$ cat src/rtl/pipeline_ctrl_pkg.sv
// Shared definitions for the pipeline hazard controller: sequencer states and
// the canonical NOP (addi x0,x0,0) loaded into IF/ID on a flush.
package pipeline_ctrl_pkg;

  typedef enum logic [1:0] {
    RUN      = 2'd0,
    REDIRECT = 2'd1,
    MEM_WAIT = 2'd2
  } state_t;

  localparam logic [31:0] NOP_INST = 32'h0000_0013;

endpackage

$ cat src/rtl/load_use_detect.sv
// Combinational load-use hazard detection: the instruction in ID reads the
// destination of a load currently in EX (x0 never creates a dependency).
module load_use_detect (
  input  logic [4:0] IF_ID_Rs1,
  input  logic [4:0] IF_ID_Rs2,
  input  logic       IF_ID_UseRs1,
  input  logic       IF_ID_UseRs2,
  input  logic       ID_EX_MemRead,
  input  logic [4:0] ID_EX_Rd,
  output logic       load_use
);

  logic rs1_hit;
  logic rs2_hit;

  always_comb begin
    rs1_hit  = IF_ID_UseRs1 && (IF_ID_Rs1 == ID_EX_Rd);
    rs2_hit  = IF_ID_UseRs2 && (IF_ID_Rs2 == ID_EX_Rd);
    load_use = ID_EX_MemRead && (ID_EX_Rd != 5'd0) && (rs1_hit || rs2_hit);
  end

endmodule

$ cat src/rtl/pipeline_hazard_controller.sv
// Stall/flush sequencer for the 5-stage RV32I pipeline: load-use bubbles,
// redirect flush sequencing, data-memory freeze, watchdog and stall counter.
module pipeline_hazard_controller
  import pipeline_ctrl_pkg::*;
#(
  parameter int unsigned REDIRECT_BUBBLES = 2,
  parameter int unsigned MEM_TIMEOUT      = 64,
  parameter int unsigned CNT_W            = 32
) (
  input  logic             clk,
  input  logic             rst,
  input  logic [4:0]       IF_ID_Rs1,
  input  logic [4:0]       IF_ID_Rs2,
  input  logic             IF_ID_UseRs1,
  input  logic             IF_ID_UseRs2,
  input  logic             ID_EX_MemRead,
  input  logic [4:0]       ID_EX_Rd,
  input  logic             EX_Redirect,
  input  logic             EX_MEM_MemRead,
  input  logic             EX_MEM_MemWrite,
  input  logic             DMem_Ready,
  output logic             PCWrite,
  output logic             IF_ID_Stall,
  output logic             IF_ID_Flush,
  output logic             Control_Sig_Stall,
  output logic             ID_EX_Flush,
  output logic             Pipe_Freeze,
  output logic             MEM_WB_Flush,
  output logic             Mem_Timeout,
  output logic [CNT_W-1:0] Stall_Count
);

  localparam int unsigned WAIT_W = $clog2(MEM_TIMEOUT + 1);
  localparam logic [WAIT_W-1:0] WAIT_MAX  = WAIT_W'(MEM_TIMEOUT);
  localparam logic [WAIT_W-1:0] WAIT_LAST = WAIT_W'(MEM_TIMEOUT - 1);
  localparam logic [2:0]        BUB_INIT  = 3'(REDIRECT_BUBBLES - 1);

  state_t            state;
  state_t            saved_state;
  state_t            eff_state;
  logic [2:0]        bub_cnt;
  logic [WAIT_W-1:0] wait_cnt;
  logic              mem_busy;
  logic              load_use;

  load_use_detect u_load_use_detect (
    .IF_ID_Rs1    (IF_ID_Rs1),
    .IF_ID_Rs2    (IF_ID_Rs2),
    .IF_ID_UseRs1 (IF_ID_UseRs1),
    .IF_ID_UseRs2 (IF_ID_UseRs2),
    .ID_EX_MemRead(ID_EX_MemRead),
    .ID_EX_Rd     (ID_EX_Rd),
    .load_use     (load_use)
  );

  // The first unfrozen cycle behaves as the state that was interrupted.
  always_comb begin
    mem_busy  = (EX_MEM_MemRead || EX_MEM_MemWrite) && !DMem_Ready;
    eff_state = (state == MEM_WAIT) ? saved_state : state;
  end

  always_comb begin
    PCWrite           = 1'b0;
    IF_ID_Stall       = 1'b0;
    IF_ID_Flush       = 1'b0;
    Control_Sig_Stall = 1'b0;
    ID_EX_Flush       = 1'b0;
    Pipe_Freeze       = 1'b0;
    MEM_WB_Flush      = 1'b0;
    if (rst) begin
      IF_ID_Flush  = 1'b1;
      ID_EX_Flush  = 1'b1;
      MEM_WB_Flush = 1'b1;
    end else if (mem_busy) begin
      IF_ID_Stall  = 1'b1;
      Pipe_Freeze  = 1'b1;
      MEM_WB_Flush = 1'b1;
    end else if (EX_Redirect) begin
      PCWrite     = 1'b1;
      IF_ID_Flush = 1'b1;
      ID_EX_Flush = 1'b1;
    end else if (eff_state == REDIRECT) begin
      PCWrite     = 1'b1;
      IF_ID_Flush = 1'b1;
    end else if (load_use) begin
      IF_ID_Stall       = 1'b1;
      Control_Sig_Stall = 1'b1;
    end else begin
      PCWrite = 1'b1;
    end
  end

  always_ff @(posedge clk) begin
    if (rst) begin
      state       <= RUN;
      saved_state <= RUN;
      bub_cnt     <= '0;
      wait_cnt    <= '0;
      Mem_Timeout <= 1'b0;
      Stall_Count <= '0;
    end else begin
      if (!PCWrite && (Stall_Count != '1))
        Stall_Count <= Stall_Count + CNT_W'(1);
      if (mem_busy) begin
        state       <= MEM_WAIT;
        saved_state <= eff_state;
        if (wait_cnt != WAIT_MAX)
          wait_cnt <= wait_cnt + WAIT_W'(1);
        if (wait_cnt >= WAIT_LAST)
          Mem_Timeout <= 1'b1;
      end else begin
        wait_cnt <= '0;
        if (EX_Redirect) begin
          if (REDIRECT_BUBBLES > 1) begin
            bub_cnt <= BUB_INIT;
            state   <= REDIRECT;
          end else begin
            state <= RUN;
          end
        end else if (eff_state == REDIRECT) begin
          bub_cnt <= bub_cnt - 3'd1;
          state   <= (bub_cnt == 3'd1) ? RUN : REDIRECT;
        end else begin
          state <= RUN;
        end
      end
    end
  end

endmodule

$ cat config.mk
export PLATFORM = sky130hd
export DESIGN_NAME = pipeline_hazard_controller
export DESIGN_NICKNAME = d
export VERILOG_FILES = /design/src/rtl/pipeline_ctrl_pkg.sv /design/src/rtl/load_use_detect.sv /design/src/rtl/pipeline_hazard_controller.sv
export SDC_FILE = /design/constraint.sdc
export NUM_CORES = 1
export LEC_CHECK = 0
export CORE_MARGIN = 2
export CORE_UTILIZATION = 45
export CTS_CLUSTER_DIAMETER = 60
export DETAILED_ROUTE_END_ITERATION = 16
export DONT_BUFFER_PORTS = 1
export GPL_ROUTABILITY_DRIVEN = 0
export MAX_ROUTING_LAYER = met4
export PLACE_DENSITY_LB_ADDON = 0.3
export RECOVER_POWER = 25
export SETUP_SLACK_MARGIN = 0.15
export SYNTH_ARGS = -nofsm -noshare
export SYNTH_HDL_FRONTEND = slang
export SYNTH_SLANG_ARGS = --single-unit
export TNS_END_PERCENT = 100
$ cat constraint.sdc
create_clock -name clk -period 6.15 [get_ports clk]
set_clock_uncertainty 0.15 [all_clocks]
set_input_delay 0.3075 -clock clk [delete_from_list [all_inputs] [get_ports clk]]
set_output_delay 0.3075 -clock clk [all_outputs]
set_load 0.005 [all_outputs]
==> results.md, run 1 <==
* Die ar. at 6270 um2
* CTS tree: yes
* DRC at 0
* Syn. warnings at 0
* Critical Path Source Type: register
* Antenna-violating nets left at 0
* Synth top cells by count: dfxtp_1 (47), a21oi_1 (30), nor2_1 (26)
* Max H-tree Level at 2
* Rows at 27
* Starting density of the core at 0.465
* Final setup margin at 3.50 ns
* Netlist cell types at 44
* Worst-Skew Late Latency at 0.29 ns
* Grt ovf at 0
* Most used DFF post-synth: dfxtp_1
* Synthesized area per cell at 8.26 um2
* Post-synth EDFFs at 0
* Crit path DAT at between 2 and 3 ns
* DR WL/cell at 15.6 um
* Final hold vios at 0
* Crit-path max FO at 13
* ANT cells at 0
* Synth Net Count at roughly 340
* Final setup fails at 0
* Slew Limit Fails at 0
* Routed vias at approximately 2.3k
* Least-Margin Pin Slew at between 0.8 and 0.9 ns
* Crit. End Element: register
* Most area-consuming cells after synthesis: dfxtp_1 (37%), a21oi_1 (5.9%), xnor2_1 (4.8%), nor2_1 (3.8%), or4_1 (3.8%)
* Clock Pin Slew Worst Setup and Hold Paths at 0.08 ns
* Seq/Total Area, Yosys at 0.370
* Largest area contributor in the netlist: dfxtp_1
* Yosys reg bits at 47
* First-pass GRT wire length at 9.56 mm
* Initial drt markers at 131
* Chip width at 79.2 um
* Post-placement worst setup slack at 3.54 ns
* R2R Path End: Stall_Count[22]
* Final HPWL DP at 4.08 mm
* Outcome: completed
* Vias per inst at around 6
* Maximum VDD drop at 155 uV
* First drt pass iteration count at 4
* NumNets Final at between 300 and 400
* RSZ-0062 raised after global routing: false
* Longest Clk Path Bufs at 2
* Pin count of the biggest net entering global routing at 38
* Asr flop ratio synth at 0
* Pwr dens at 212 nW/um2
* Final min period at between 2 and 3 ns
* Post-synthesis cell area at 2540 um2
* TritonCTS Sinks at between 40 and 50
* P_leak at 0.000849 uW
* Slew headroom at 0.398
* Number of global-route vias before repair at 2126
* IO Count at 64
* Flop2flop setup slack at 3.50 ns
* Fin Setup TNS at 0 ns
* Worst path cell trace: ha_1 -> and4_1 -> and4_1 -> a41oi_1 -> or4_1 -> a21oi_1
* Final wirelength at 5.85 mm
* Worst R2R Path Depth at 6
* Most frequent cell after synthesis: dfxtp_1
* Crit path required time at 6.23 ns
* Most used cell, CP: and4_1
* Hold Path Class: primary input to register
* Slowest-stage cell, CP: or4_1
* Area share of the largest cell type after synthesis at 0.370
* TritonCTS Buffers at 5
* Antenna violations before repair at 0
* Crit. Startpoint: Stall_Count[0]
* Max incr delay on CP at 0.55 ns
* FMAX at approximately 380 MHz
* Synth Instances at approximately 300
* Post-CTS Setup Bufs at 0
* R2R Path Start: Stall_Count[0]
* Worst setup path end: Stall_Count[22]
* Period utilisation layout at 0.431
* Max Cap Viol at 0
* PortBufs at 0
* Fillers at 533
* Share of cells above drive strength 1 at 0.0691
* Core ar. at 5470 um2
* Die H at 79.2 um
* Global-route usage over all layers at 0.192
* Layout area overhead at 5.66%
* CP Class: register to register
* CTS root buffer: clkbuf_8
## area by class of cell
cell class	instances	area [um2]	share of cell area
clock buffer	8	100	0.0372
tap	72	90.1	0.0335
timing repair buffer	1	20.0	0.00745
sequential	47	941	0.350
inverter	9	33.8	0.0126
multi-input combinational	239	1500	0.559
## report_power, final
group | internal (uW) | total, uW | switching [uW]
clock | 103 | 202 | 99.0
sequential | 310 | 317 | 7.55
combinational | 20.0 | 51.3 | 31.3
total | 432 | 570 | 138
## state kept, by name, indices dropped and copies added (netlist names)
name	count
Stall_Count	32
wait_cnt	7
state	2
saved_state	2
bub_cnt	3
Mem_Timeout	1
## per-stage QoR
stage | utilization | instance area (um2) | total power (uW) | std cells | hold slack, ns
final | 0.491 | 2690 | 570 | 376 | 0.0261
after global routing | 0.491 | 2690 | 594 | 376 | 0.0180
after CTS | 0.491 | 2690 | 576 | 376 | 0.0155
after detailed placement | 0.469 | 2570 | 370 | 367 | 0.233
after global placement | 0.469 | 2570 | 368 | 367 | 0.230
after floorplan | - | 2540 | 366 | 308 | 0.299
## worst min-delay path by stage
stage                      endpoint  slack, ns  depth (start not counted)            from
CTS                  Stall_Count[4]       0.02                          2             rst
detailed placement  Stall_Count[13]       0.23                          1             rst
global route        Stall_Count[16]       0.02                          2             rst
floorplan            saved_state[0]       0.30                          2  saved_state[0]
finish               Stall_Count[4]       0.03                          2             rst
global placement    Stall_Count[18]       0.23                          1             rst
## cells by family (layout without fill, tap and decap cells)
logic type	Yosys count	count (layout)	share of synthesized area
xor gates and xnor gates	20	20	0.0689
DFF	47	47	0.370
adders and majority gates	5	5	0.0246
AOI/OAI and AO/OA	69	69	0.164
buffers and inverters	22	18	0.0394
muxes	2	2	0.00836
and+or+nand+nor	143	143	0.325
## worst max-delay path: cells and delay by family (launching register included)
kind                     cells  cell delay [ns]
adder cells (fa/ha/maj)      1             0.32
flip-flops                   1             0.48
AND/OR/NAND/NOR              3             1.09
AO/OA/AOI/OAI                2             0.56
## layout by cell type (no fill, tap or decap), types with 2 or more instances in the layout
| cell | Yosys | routed |
|---|---|---|
| nand2_1 | 21 | 21 |
| dfxtp_1 | 47 | 47 |
| nor2_1 | 26 | 26 |
| ha_1 | 5 | 5 |
| nor3_1 | 9 | 9 |
| and4_1 | 7 | 7 |
| a21o_1 | 4 | 4 |
| xnor2_1 | 14 | 14 |
| o21ai_0 | 16 | 16 |
| nand4_1 | 12 | 12 |
| inv_1 | 9 | 9 |
| nor2b_1 | 5 | 5 |
| nand2b_1 | 2 | 2 |
| clkbuf_8 | 0 | 7 |
| and3_1 | 7 | 7 |
| a21oi_1 | 30 | 30 |
| o31ai_1 | 10 | 10 |
| or4_1 | 13 | 13 |
| nand3_1 | 19 | 19 |
| or3_1 | 12 | 12 |
| xor2_1 | 6 | 6 |
| and4_4 | 2 | 2 |
## what timing repair did
action | CTS | global route
hold buffers | 1 | 0
hold endpoints to repair | 37 | 0
gates resized for setup | 0 | 0
## routing by layer
layer | wire length [um] | vias to the layer above | global-route usage
li1 | - | 1125 | -
met5 | 0 | - | -
met1 | 2730 | 1059 | 0.241
met4 | 105 | 0 | 0.0621
met2 | 2670 | 64 | 0.304
met3 | 348 | 8 | 0.0489
No activity file was read; power rests on OpenSTA's default activity.
==> inputs of run 2 (changes only) <==
--- a/config.mk
+++ b/config.mk
@@ -5,6 +5,7 @@
 export SDC_FILE = /design/constraint.sdc
 export NUM_CORES = 1
 export LEC_CHECK = 0
+export ABC_AREA = 1
 export CORE_MARGIN = 2
 export CORE_UTILIZATION = 45
 export CTS_CLUSTER_DIAMETER = 60
==> constraint.sdc (replaced) <==
create_clock -name clk -period 2.32 [get_ports clk]
set_clock_uncertainty 0.15 [all_clocks]
set_input_delay 0.116 -clock clk [delete_from_list [all_inputs] [get_ports clk]]
set_output_delay 0.116 -clock clk [all_outputs]
set_load 0.005 [all_outputs]
==> results.md, run 2 <==
* Outcome: finished, violations left
* Failing checks: design-rule violations, negative hold slack
* ANT cells at 0
* Critical Path Source Type: register
* M1 WL at ~3.4 mm
* RSZ-0062 raised after global routing: false
* Slew Limit Fails at 0
* Syn. warnings at 0
* P_leak at 0.00133 uW
* IO Count at 64
* WHS at -0.00463 ns
* Most frequent cell after synthesis: nand2_1
* Synth top cells by count: nand2_1 (173), nor2_1 (74), dfxtp_1 (47)
* Max H-tree Level at 2
* Crit. End Element: register
* Number of flip-flops in the largest register at 32
* Most used DFF post-synth: dfxtp_1
* Pwr dens at 471 nW/um2
* Layout area overhead at 14.2%
* Critical path's top delay family: simple AND/OR/NAND/NOR gates
* Post-synth EDFFs at 0
* Largest area contributor in the netlist: dfxtp_1
* Synthesized area per cell at 6.17 um2
* CP Class: register to register
* Pin count of the biggest net entering global routing at 39
* Final hold vios at 1
* Asr flop ratio synth at 0
* FMAX at ~470 MHz
* Crit path DAT at between 2 and 2.5 ns
* Maximum VDD drop at 325 uV
* TritonCTS Buffers at 5
* Util after Layout at 0.536
* Most area-consuming cells after synthesis: dfxtp_1 (31%), nand2_1 (22%), nor2_1 (9.2%), nand3_1 (6.3%), a21oi_1 (5.8%)
* Synth Net Count at 518
* Yosys reg bits at 47
* Hold Path Class: primary input to register
* Global-route usage over all layers at 0.219
* First-pass GRT wire length at 12.8 mm
* Netlist cell types at 31
* Final Cell Area at 3440 um2
* Initial drt markers at 270
* Share of cells above drive strength 1 at 0.0874
* Max Cap Viol at 0
* Most frequent cells in the layout: nand2_1 (172), nor2_1 (73), dfxtp_1 (47)
* Longest Clk Path Bufs at 2
* Die H at 85.9 um
* Post-synthesis cell area at 3020 um2
* DR WL/cell at 13.5 um
* Worst path cell trace: nand2_1 -> nor3_1 -> inv_2 -> nor2_4 -> nand3_4 -> buf_4 -> nand3_1 -> a21oi_1
* TritonCTS Sinks at 47
* Max incr delay on CP at 0.51 ns
* Largest register by flop count: Stall_Count
* Period utilisation layout at 0.912
* Die ar. at roughly 7400 um2
* Routed vias at 3190
* Chip width at 85.9 um
* PortBufs at 0
* Met2 Wirelength at 3.77 mm
* Fin Setup TNS at 0 ns
* Starting density of the core at 0.470
* CTS root buffer: clkbuf_8
* Final setup fails at 0
* Final wirelength at 8.00 mm
* Seq/Total Area, Yosys at 0.312
* Top routing layer in use: met4
* Crit path required time at 2.38 ns
* Buf+Inv Stages, Crit Path at 2
* First drt pass iteration count at 13
* Rows at 29
* Fillers at 656
* Antenna-violating nets left at 0
* Layout Cells excl Fill at 592
* Core ar. at 6420 um2
* Slew headroom at 0.592
* Crit-path max FO at 17
* Grt ovf at 0
* Least-Margin Pin Slew at 0.610 ns
* Vias per inst at ~5.4
* Final HPWL DP at 5.82 mm
* DP Cell Count at about 570
* CTS tree: yes
* Final min period at 2.12 ns
* Synth Instances at 489
* NumNets Final at about 540
* Met3 wire len at 698 um
* Number of global-route vias before repair at between 2k and 3k
* Cell Area, Placed at approximately 3200 um2
* DRC at 2
* Worst-Skew Late Latency at 0.32 ns
* Clock Pin Slew Worst Setup and Hold Paths at ~0.090 ns
* Area share of the largest cell type after synthesis at 0.312
* Most common cell after layout, fill and taps aside: nand2_1
* Antenna violations before repair at 0
* Biggest regs: Stall_Count (32), wait_cnt (7), bub_cnt (3)
* Slowest-stage cell, CP: dfxtp_1
==> run 2: tightest hold or removal path, stage by stage <==
cell     delay [ns]
buf_12         0.09
nor2_1         0.09
nand2_1        0.07
nand2_1        0.04
==> run 2: routing by layer <==
layer,up-vias,global-route usage
li1,1615,-
met2,131,0.357
met3,14,0.0587
met1,1430,0.264
met5,-,-
met4,0,0.0678
==> run 2: report_power, final <==
group          switching (uW)  internal, uW
sequential               9.16           820
clock                     310           325
combinational             100          57.2
==> run 2: kinds of logic after synthesis <==
| kind of cell | after synthesis | share of synthesized area |
|---|---|---|
| AOI/OAI and AO/OA | 47 | 0.0813 |
| buffers and inverters | 51 | 0.0734 |
| DFF | 47 | 0.312 |
| and+or+nand+nor | 322 | 0.463 |
| xor gates and xnor gates | 17 | 0.0494 |
| adders and majority gates | 5 | 0.0207 |
==> run 2: layout make-up <==
type                            count  area [um2]  share of cell area
Sequential cell                    47         941               0.273
Tap cell                           77        96.3              0.0280
Multi-Input combinational cell    392        1900               0.552
Clock buffer                        5        68.8              0.0200
Inverter                           38         143              0.0414
Timing Repair Buffer               30         249              0.0723
Clock inverter                      3        46.3              0.0134
==> run 2: worst paths after layout <==
kind                   startpoint              end  slack (ns)  cells after the start
setup reg to reg  Stall_Count[18]  Stall_Count[18]        0.20                      8
setup / recovery  Stall_Count[18]  Stall_Count[18]        0.20                      8
hold / removal                rst   saved_state[0]      -0.005                      4
hold reg to reg    saved_state[0]   saved_state[0]        0.33                      2
==> run 2: timing repair <==
action	in CTS	in global routing
hold endpoints to repair	43	31
gates cloned	0	1
pin swaps	0	1
endpoints found under the setup margin	31	34
hold buffers	7	2
setup buffers	0	3
resized for setup	1	8
==> run 2: per-stage QoR <==
| stage | setup WS, ns | total power (uW) |
|---|---|---|
| after floorplan | 0.552 | 955 |
| after global placement | 0.196 | 963 |
| after detailed placement | 0.129 | 966 |
| after CTS | 0.119 | 1610 |
| after global routing | 0.0955 | 1690 |
| final | 0.203 | 1620 |
